`src/rtl/inv_key_schedule.sv`:
```
// AES key expansion (one word per clock) followed by a round-key server that
// hands out round keys from round Nr down to round 0, wrapping for the next block.
module inv_key_schedule #(
    parameter int Nk = 4,
    parameter int Nr = 10
) (
    input  logic              clk,
    input  logic              reset,
    input  logic [32*Nk-1:0]  key_in,
    input  logic              key_load,
    input  logic              rk_req,
    output logic              busy,
    output logic              ready,
    output logic [127:0]      rk_out,
    output logic              rk_valid,
    output logic [3:0]        rk_index,
    output logic              rk_last
);
    localparam int NW = 4 * (Nr + 1);
    localparam int IW = $clog2(NW);
    localparam logic [IW-1:0] LAST_I = IW'(NW - 1);
    localparam logic [IW-1:0] NK_I   = IW'(Nk);
    localparam logic [2:0]    NK_J   = 3'(Nk - 1);

    localparam logic [7:0] SBOX [256] = '{
        8'h63, 8'h7c, 8'h77, 8'h7b, 8'hf2, 8'h6b, 8'h6f, 8'hc5, 8'h30, 8'h01, 8'h67, 8'h2b, 8'hfe, 8'hd7, 8'hab, 8'h76,
        8'hca, 8'h82, 8'hc9, 8'h7d, 8'hfa, 8'h59, 8'h47, 8'hf0, 8'had, 8'hd4, 8'ha2, 8'haf, 8'h9c, 8'ha4, 8'h72, 8'hc0,
        8'hb7, 8'hfd, 8'h93, 8'h26, 8'h36, 8'h3f, 8'hf7, 8'hcc, 8'h34, 8'ha5, 8'he5, 8'hf1, 8'h71, 8'hd8, 8'h31, 8'h15,
        8'h04, 8'hc7, 8'h23, 8'hc3, 8'h18, 8'h96, 8'h05, 8'h9a, 8'h07, 8'h12, 8'h80, 8'he2, 8'heb, 8'h27, 8'hb2, 8'h75,
        8'h09, 8'h83, 8'h2c, 8'h1a, 8'h1b, 8'h6e, 8'h5a, 8'ha0, 8'h52, 8'h3b, 8'hd6, 8'hb3, 8'h29, 8'he3, 8'h2f, 8'h84,
        8'h53, 8'hd1, 8'h00, 8'hed, 8'h20, 8'hfc, 8'hb1, 8'h5b, 8'h6a, 8'hcb, 8'hbe, 8'h39, 8'h4a, 8'h4c, 8'h58, 8'hcf,
        8'hd0, 8'hef, 8'haa, 8'hfb, 8'h43, 8'h4d, 8'h33, 8'h85, 8'h45, 8'hf9, 8'h02, 8'h7f, 8'h50, 8'h3c, 8'h9f, 8'ha8,
        8'h51, 8'ha3, 8'h40, 8'h8f, 8'h92, 8'h9d, 8'h38, 8'hf5, 8'hbc, 8'hb6, 8'hda, 8'h21, 8'h10, 8'hff, 8'hf3, 8'hd2,
        8'hcd, 8'h0c, 8'h13, 8'hec, 8'h5f, 8'h97, 8'h44, 8'h17, 8'hc4, 8'ha7, 8'h7e, 8'h3d, 8'h64, 8'h5d, 8'h19, 8'h73,
        8'h60, 8'h81, 8'h4f, 8'hdc, 8'h22, 8'h2a, 8'h90, 8'h88, 8'h46, 8'hee, 8'hb8, 8'h14, 8'hde, 8'h5e, 8'h0b, 8'hdb,
        8'he0, 8'h32, 8'h3a, 8'h0a, 8'h49, 8'h06, 8'h24, 8'h5c, 8'hc2, 8'hd3, 8'hac, 8'h62, 8'h91, 8'h95, 8'he4, 8'h79,
        8'he7, 8'hc8, 8'h37, 8'h6d, 8'h8d, 8'hd5, 8'h4e, 8'ha9, 8'h6c, 8'h56, 8'hf4, 8'hea, 8'h65, 8'h7a, 8'hae, 8'h08,
        8'hba, 8'h78, 8'h25, 8'h2e, 8'h1c, 8'ha6, 8'hb4, 8'hc6, 8'he8, 8'hdd, 8'h74, 8'h1f, 8'h4b, 8'hbd, 8'h8b, 8'h8a,
        8'h70, 8'h3e, 8'hb5, 8'h66, 8'h48, 8'h03, 8'hf6, 8'h0e, 8'h61, 8'h35, 8'h57, 8'hb9, 8'h86, 8'hc1, 8'h1d, 8'h9e,
        8'he1, 8'hf8, 8'h98, 8'h11, 8'h69, 8'hd9, 8'h8e, 8'h94, 8'h9b, 8'h1e, 8'h87, 8'he9, 8'hce, 8'h55, 8'h28, 8'hdf,
        8'h8c, 8'ha1, 8'h89, 8'h0d, 8'hbf, 8'he6, 8'h42, 8'h68, 8'h41, 8'h99, 8'h2d, 8'h0f, 8'hb0, 8'h54, 8'hbb, 8'h16
    };

    typedef enum logic [1:0] {IDLE = 2'd0, EXPAND = 2'd1, READY = 2'd2} state_t;

    function automatic logic [31:0] sub_word(input logic [31:0] x);
        logic [31:0] y;
        for (int b = 0; b < 4; b++) begin
            y[8*b +: 8] = SBOX[x[8*b +: 8]];
        end
        return y;
    endfunction

    function automatic logic [7:0] xtime(input logic [7:0] b);
        return {b[6:0], 1'b0} ^ (b[7] ? 8'h1b : 8'h00);
    endfunction

    state_t        r_state;
    logic [IW-1:0] r_i;
    logic [2:0]    r_j;
    logic [7:0]    r_rcon;
    logic [3:0]    r_p;
    logic          r_busy;
    logic          r_ready;
    logic [127:0]  r_rk_out;
    logic          r_rk_valid;
    logic [3:0]    r_rk_index;
    logic          r_rk_last;
    logic [31:0]   r_w [NW];

    logic [31:0]   w_prev;
    logic [31:0]   w_back;
    logic [31:0]   w_temp;
    logic [31:0]   w_new;

    // Next expanded word from w[i-1] and w[i-Nk]; r_j tracks i mod Nk.
    always_comb begin
        w_prev = r_w[r_i - IW'(1)];
        w_back = r_w[r_i - NK_I];
        if (r_j == 3'd0) begin
            w_temp = sub_word({w_prev[23:0], w_prev[31:24]}) ^ {r_rcon, 24'h000000};
        end else if ((Nk == 8) && (r_j == 3'd4)) begin
            w_temp = sub_word(w_prev);
        end else begin
            w_temp = w_prev;
        end
        w_new = w_back ^ w_temp;
    end

    // Word store: bulk key write on load, one expanded word per EXPAND cycle.
    always_ff @(posedge clk) begin
        if (key_load) begin
            for (int k = 0; k < Nk; k++) begin
                r_w[k] <= key_in[32*(Nk-1-k) +: 32];
            end
        end else if (r_state == EXPAND) begin
            r_w[r_i] <= w_new;
        end
    end

    // Control FSM and registered round-key outputs.
    always_ff @(posedge clk or posedge reset) begin
        if (reset) begin
            r_state    <= IDLE;
            r_i        <= '0;
            r_j        <= 3'd0;
            r_rcon     <= 8'h01;
            r_p        <= 4'd0;
            r_busy     <= 1'b0;
            r_ready    <= 1'b0;
            r_rk_out   <= 128'd0;
            r_rk_valid <= 1'b0;
            r_rk_index <= 4'd0;
            r_rk_last  <= 1'b0;
        end else begin
            r_rk_valid <= 1'b0;
            r_rk_last  <= 1'b0;
            if (key_load) begin
                r_state <= EXPAND;
                r_i     <= NK_I;
                r_j     <= 3'd0;
                r_rcon  <= 8'h01;
                r_busy  <= 1'b1;
                r_ready <= 1'b0;
            end else begin
                case (r_state)
                    IDLE: begin
                        r_state <= IDLE;
                    end
                    EXPAND: begin
                        if (r_j == 3'd0) begin
                            r_rcon <= xtime(r_rcon);
                        end
                        r_j <= (r_j == NK_J) ? 3'd0 : r_j + 3'd1;
                        if (r_i == LAST_I) begin
                            r_state <= READY;
                            r_busy  <= 1'b0;
                            r_ready <= 1'b1;
                            r_p     <= 4'(Nr);
                        end else begin
                            r_i <= r_i + IW'(1);
                        end
                    end
                    READY: begin
                        if (rk_req) begin
                            r_rk_out   <= {r_w[{r_p, 2'b00}], r_w[{r_p, 2'b01}],
                                           r_w[{r_p, 2'b10}], r_w[{r_p, 2'b11}]};
                            r_rk_index <= r_p;
                            r_rk_valid <= 1'b1;
                            r_rk_last  <= (r_p == 4'd0);
                            r_p        <= (r_p == 4'd0) ? 4'(Nr) : r_p - 4'd1;
                        end
                    end
                    default: begin
                        r_state <= IDLE;
                    end
                endcase
            end
        end
    end

    assign busy     = r_busy;
    assign ready    = r_ready;
    assign rk_out   = r_rk_out;
    assign rk_valid = r_rk_valid;
    assign rk_index = r_rk_index;
    assign rk_last  = r_rk_last;
endmodule

```
`config.mk`:
```
export PLATFORM = sky130hd
export DESIGN_NAME = inv_key_schedule
export DESIGN_NICKNAME = d
export VERILOG_FILES = /design/src/rtl/inv_key_schedule.sv
export SDC_FILE = /design/constraint.sdc
export NUM_CORES = 2
export LEC_CHECK = 0
export CAP_MARGIN = 20
export CORE_ASPECT_RATIO = 1.4
export CORE_UTILIZATION = 36
export CTS_CLUSTER_DIAMETER = 30
export DETAILED_ROUTE_END_ITERATION = 10
export SKIP_LAST_GASP = 1
export SLEW_MARGIN = 20
export SYNTH_ARGS = -nofsm -noshare
export SYNTH_HDL_FRONTEND = slang
export SYNTH_SLANG_ARGS = --single-unit
```
`constraint.sdc`:
```
create_clock -name clk -period 11.4 [get_ports clk]
set_input_delay 2.28 -clock clk [delete_from_list [all_inputs] [get_ports clk]]
set_output_delay 2.28 -clock clk [all_outputs]
set_load 0.01 [all_outputs]
```
-- Word-level counts from Yosys, hierarchy flattened
Memory sizes are Yosys's and may differ from the RTL's. A register that Yosys moved wholly into a read port is not among the register bits.
Cells that the tools add are included.
- input bits: 132
- memories: 5
- word-level logic and storage cells: 100
- output and inout bits: 136
- memory bits (read-only): 8192
- memory bits (writable): 1408
- register bits: 31
- memories (memory ; depth ; width ; rd ports ; clocked after Yosys merged registers in ; write ports ; line ; RTL):
    (name not given) ; 256 ; 8 ; 1 ; 0 ; 0 ; 49 ; y[8*b +: 8] = SBOX[x[8*b +: 8]];
    (name not given) ; 256 ; 8 ; 1 ; 0 ; 0 ; 49 ;
    (name not given) ; 256 ; 8 ; 1 ; 0 ; 0 ; 49 ;
    (name not given) ; 256 ; 8 ; 1 ; 0 ; 0 ; 49 ;
    r_w ; 44 ; 32 ; 6 ; 4 ; 4 ; 69 ; logic [31:0] r_w [NW];
- bitwise logic cells: 8
- multiplexer cells: 46
- add/sub/neg operators: 5
- eq/ne operators: 9
- reduce and logical (&&, ||, !) cells: 13
- order comparisons: 4
- operator list (kind ; number):
    8-bit two-way mux ; 11
    32-bit two-way mux ; 2
    32-bit XOR ; 2
    9-bit >= comparator (second input constant) ; 4
    8-bit inverter with 9-bit output ; 4
    32-bit OR reduction ; 1
    6-bit two-way mux ; 4
    1-bit two-way mux ; 18
    4-bit two-way mux ; 3
    3-bit two-way mux ; 3
    4-bit case mux with 2 select lines ; 1
    2-bit AND reduction ; 4
    2-bit nonzero test ; 4
    8-bit by 5-bit XOR with 8-bit output ; 1
    6-bit by 1-bit adder with 6-bit output (second input constant) ; 1
    6-bit == test (second input constant) ; 1
    2-bit inequality test (second input constant) ; 3
    6-bit by 1-bit subtractor with 6-bit output (second input constant) ; 1
    6-bit by 3-bit subtractor with 6-bit output (second input constant) ; 1
    5-bit two-way mux ; 1
    4-bit logical NOT ; 1
    2-bit two-way mux ; 2
    2-bit case mux with 2 select lines ; 1
    4-bit AND reduction ; 1
    other kinds (10) ; 10

-- Logic depth before layout (Yosys ltp)
An unclocked memory read counts as a cell.
- word-level depth: 10
- mapped depth: 34
- gate-level depth less buffers: 20

-- Worst setup path after synthesis
No wires, ideal clock.
- kind: reg2reg
- from: reg r_i[0]
- to: mem r_w[0][30], data pin
- path slack: 2468 ps
- stages on the path, launching flop included: 28
- setup time: 142 ps
- period minus slack after synthesis: 8932 ps
- arrival: 8790 ps
- buffers on the path: 10
- cell sequence: dfrtp_1 -> buf_6 -> buf_6 -> inv_2 -> buf_1 -> clkbuf_1 -> clkbuf_1 -> clkbuf_1 -> clkbuf_1 -> ha_1 -> nand3b_1 -> nand2_1 -> buf_2 -> buf_2 -> mux2i_1 -> o22ai_1 -> nor2_1 -> clkinv_1 -> ha_1 -> clkbuf_1 -> nor4_1 -> o32a_1 -> o221ai_1 -> o311ai_1 -> nand4_1 -> a41o_1 -> nor4_2 -> mux2_2
- RTL lines (what ; line ; RTL):
    start: declaration ; 59 ; logic [IW-1:0] r_i;
    start signal: assignment ; 141 ; r_i <= r_i + IW'(1);
    end: declaration ; 69 ;

==> results.md <==
* Die height at 620 um
* DR vias/cell at 7.30
* Total Die Area at 275000 um2
* Non-Filler Instances at 12251
* PnR worst setup slack at 1.68 ns
* Initial Utilization at 0.363
* Synthesis-stage register bit count at 1567
* Max incr delay on CP at 1.06 ns
* FFs w/ async S/R, synth at 0.101
* RR Startpoint: r_i[0]
* Number of global-route vias before repair at 84616
* Cell chain of the critical path: inv_4, ha_4, buf_4, mux4_2, mux2i_1, o22ai_1, o31a_1, buf_4, ha_1, inv_1, a311oi_1, a21oi_1, o221ai_1, a21boi_0, o311ai_1, o311a_1, nor2_1, o21ai_1, clkinv_1
* Worst Path Arrival at 9.96 ns
* DRC at 0
* Slew @ Worst Pin at 1.26 ns
* EDFF count, synth at 1408
* Tightest Hold Check Type: reg2reg
* Syn Nets at 8585
* Worst Hold Depth at 2
* XOR/XNOR Fraction of Synth Area at 0.00532
* CP Capture Type: flip-flop
* Complex-gate fraction of the synthesized area at 0.163
* PwrDens at 252 nW/um2
* Kind of critical path: reg2reg
* Post-layout minimum cycle time at 9.72 ns
* Max Clk Rate at 103 MHz
* WP buf/inv at 5
* Final Slew Violations at 0
* Crit-path leading delay family: compound AO/OA/AOI/OAI gates
* Mapped Area at 98200 um2
* Largest net degree at the start of global routing at 137
* Depth of the most critical reg-to-reg path at 19
* First-pass GRT wire length at 693 mm
* RSZ-0062 raised after global routing: no
* Layout cells sized above 1 at 0.217
* Post-synthesis mux area share at 0.222
* CTS sink cnt at 1567
* ANT nets after route at 0
* Initial DRC Count at 16404
* Unique masters post-synth at 110
* Cts repair resizes at 0
* Worst R2R Setup Slack at 1.68 ns
* Row count at 226
* Largest family of logic cells by synthesized area: multiplexers
* Setup Skew at 0.0597 ns
* Total GRT Usage at 0.357
* Total of warnings raised by yosys at 0
* Total power at 29.0 mW
* Clock root buffer: clkbuf_16
* Fin nets at 8686
* Die width at 444 um
* Layout fillers at 24907
* Hold path startpoint: rk_out[85]
* Worst-case clock buffer depth at 4
* Port bufs at 267
* Total core area at 271000 um2
* H-tree levels at 5
* GRT overflow at 0
* Synth Area in Adders at 0.00841
* Most Frequent Cell on Critical Path: buf_4
* Post-Route Utilization at 0.425
* Req. time, crit path at 11.64 ns
* Cts bufs inserted at 283
* Max-cap violations at 0
* Crit start category: flip-flop
* CTS Hold Bufs at 0
* Pre-CTS setup slack at 2.30 ns
* Initial antenna violation count at 47
* Slowest CP cell: clkinv_1
* Post-synthesis simple-gate area fraction at 0.0885
* Clock slew at reported path FFs at 0.06 ns
* Synthesis-to-layout area growth at 17.3%
* Number of setup violations in the final report at 0
* CTS tree: built
* Placer Congestion at 1.03
* Rel. slew slack at 0.157
* Via count at 89434
* Ys flop type: edfxtp_1
* Crit-path max FO at 60
* Post-CTS Setup Inserts at 0
* Syn Inst Count at 8387
* Pre-Repair DR Iteration Count at 9
* Sequential area share after synthesis at 0.471
* # IOs at 268
* Hold Path End: rk_out[85]
* Final Cycle Share at 0.853
* Routed wire length at 510 mm
* Worst reg2reg path endpoint: r_w[37][19]
* Detailed Place HPWL at 340 mm
* Routed wire per std cell at 41.6 um
* Worst vdd ir at 0.162 mV
* Syn Area/Cell at 11.7 um2
* Clk Latency, worst-skew pair at 0.88 ns
* Post-Route Setup TNS at 0 ns
* Dpl cells at 11732
* Leakage at 38.2 nW
* Final Hold Viols at 0
* Status: finished, final reports clean
how the worst max path moves through the flow:
stage | start | to | slack, ns | cells after the start
after floorplan | r_i[0] | r_w[0][30] | 2.47 | 27
after global placement | r_i[0] | r_w[0][26] | 2.25 | 18
after detailed placement | r_i[0] | r_w[0][31] | 2.30 | 19
after CTS | r_i[0] | r_w[0][31] | 2.26 | 19
after global routing | r_i[0] | r_w[10][19] | 1.29 | 19
final | r_i[0] | r_w[37][19] | 1.68 | 19
worst register-to-register path, cell delays in order (launching register included):
cell and delay (ns):
dfrtp_4 0.80, inv_4 0.29, ha_4 0.85, buf_4 0.87, mux4_2 0.54, mux2i_1 0.22
o22ai_1 0.16, o31a_1 0.50, buf_4 0.30, ha_1 0.68, inv_1 0.37, a311oi_1 0.68
a21oi_1 0.12, o221ai_1 0.22, a21boi_0 0.12, o311ai_1 0.42, o311a_1 0.24, nor2_1 0.05
o21ai_1 0.59, clkinv_1 1.07
report_power, final:
part           switching, mW  leakage, nW  total (mW)  internal, mW
Sequential             0.188         14.8        8.28          8.09
Combinational           8.73         18.8        12.0          3.31
Clock                   3.26         4.67        8.69          5.43
Total                   12.2         38.2        29.0          16.8
cell usage in the layout, fill, tap and decap left out, types with 45 or more instances in the layout:
master           count
nor2_1             574
o221ai_1            89
clkbuf_16          294
mux2i_1            545
clkdlybuf4s50_1    267
o211ai_1            96
inv_6               45
nor4_1              49
dfrtp_1            151
buf_4              344
nand2_1            719
nand3_1            220
mux4_2             617
o311ai_0            66
a21oi_1            500
o21ai_0            601
a221oi_1            50
a31oi_1             78
a211oi_1           140
inv_1               48
nor3_1             145
ha_1                64
mux2_2             214
edfxtp_1          1408
o22ai_1            350
nor2_4              47
per-layer routing:
layer,up-vias,GRT usage,wire (um)
li1,33945,-,-
met3,2505,0.114,72500
met5,-,0,249
met1,43955,0.425,169000
met2,8993,0.533,217000
met4,36,0.286,50900
synthesized netlist by cell type (67+ instances only):
| cell type | count | area, um2 |
|---|---|---|
| mux2_2 | 214 | 2410 |
| clkbuf_1 | 346 | 1300 |
| nor3_1 | 146 | 731 |
| o211ai_1 | 96 | 721 |
| o311ai_0 | 67 | 587 |
| edfxtp_1 | 1408 | 42300 |
| buf_4 | 82 | 616 |
| o21ai_0 | 602 | 3010 |
| mux2i_1 | 549 | 5500 |
| a211oi_1 | 141 | 1060 |
| mux4_2 | 617 | 13900 |
| dfrtp_1 | 158 | 3950 |
| a21oi_1 | 504 | 2520 |
| o22ai_1 | 351 | 2200 |
| buf_1 | 134 | 503 |
| o221ai_1 | 89 | 780 |
| a31oi_1 | 82 | 513 |
| nand3_1 | 222 | 1110 |
| nor2_1 | 624 | 2340 |
| buf_2 | 234 | 1170 |
| nand2_1 | 729 | 2740 |
registers in the layout, summed over array words and instances, names as in the netlist, 2 cells and up:
register / flops
r_i: 6
rk_out: 128
r_p: 4
rk_index: 4
r_rcon: 8
r_j: 3
r_w: 1408
r_state: 2
metrics by stage:
stage | hold WS, ns | cell area, um2
after detailed placement | 0.469 | 105000
after global routing | 0.503 | 115000
after CTS | 0.481 | 115000
after global placement | 0.463 | 105000
after floorplan | 0.487 | 98200
final | 0.472 | 115000
area by class of cell:
class                           count  area [um2]  share of cell area
Tap cell                         3534        4420              0.0384
Multi-Input combinational cell   5935       48900               0.424
Clock buffer                      318        7490              0.0650
Clock inverter                    189        2190              0.0190
Antenna cell                        7        17.5            0.000152
Sequential cell                  1567       46300               0.402
Inverter                           67         265             0.00230
Timing Repair Buffer              634        5720              0.0496
cells by family after synthesis:
kind of cell | count (synthesis)
AO/OA/AOI/OAI | 2449
multiplexers | 1383
XOR/XNOR | 55
flip-flops | 1567
buffers and inverters | 885
AND/OR/NAND/NOR | 1982
adder cells (fa/ha/maj) | 66
(Power assumes the default switching activity.)
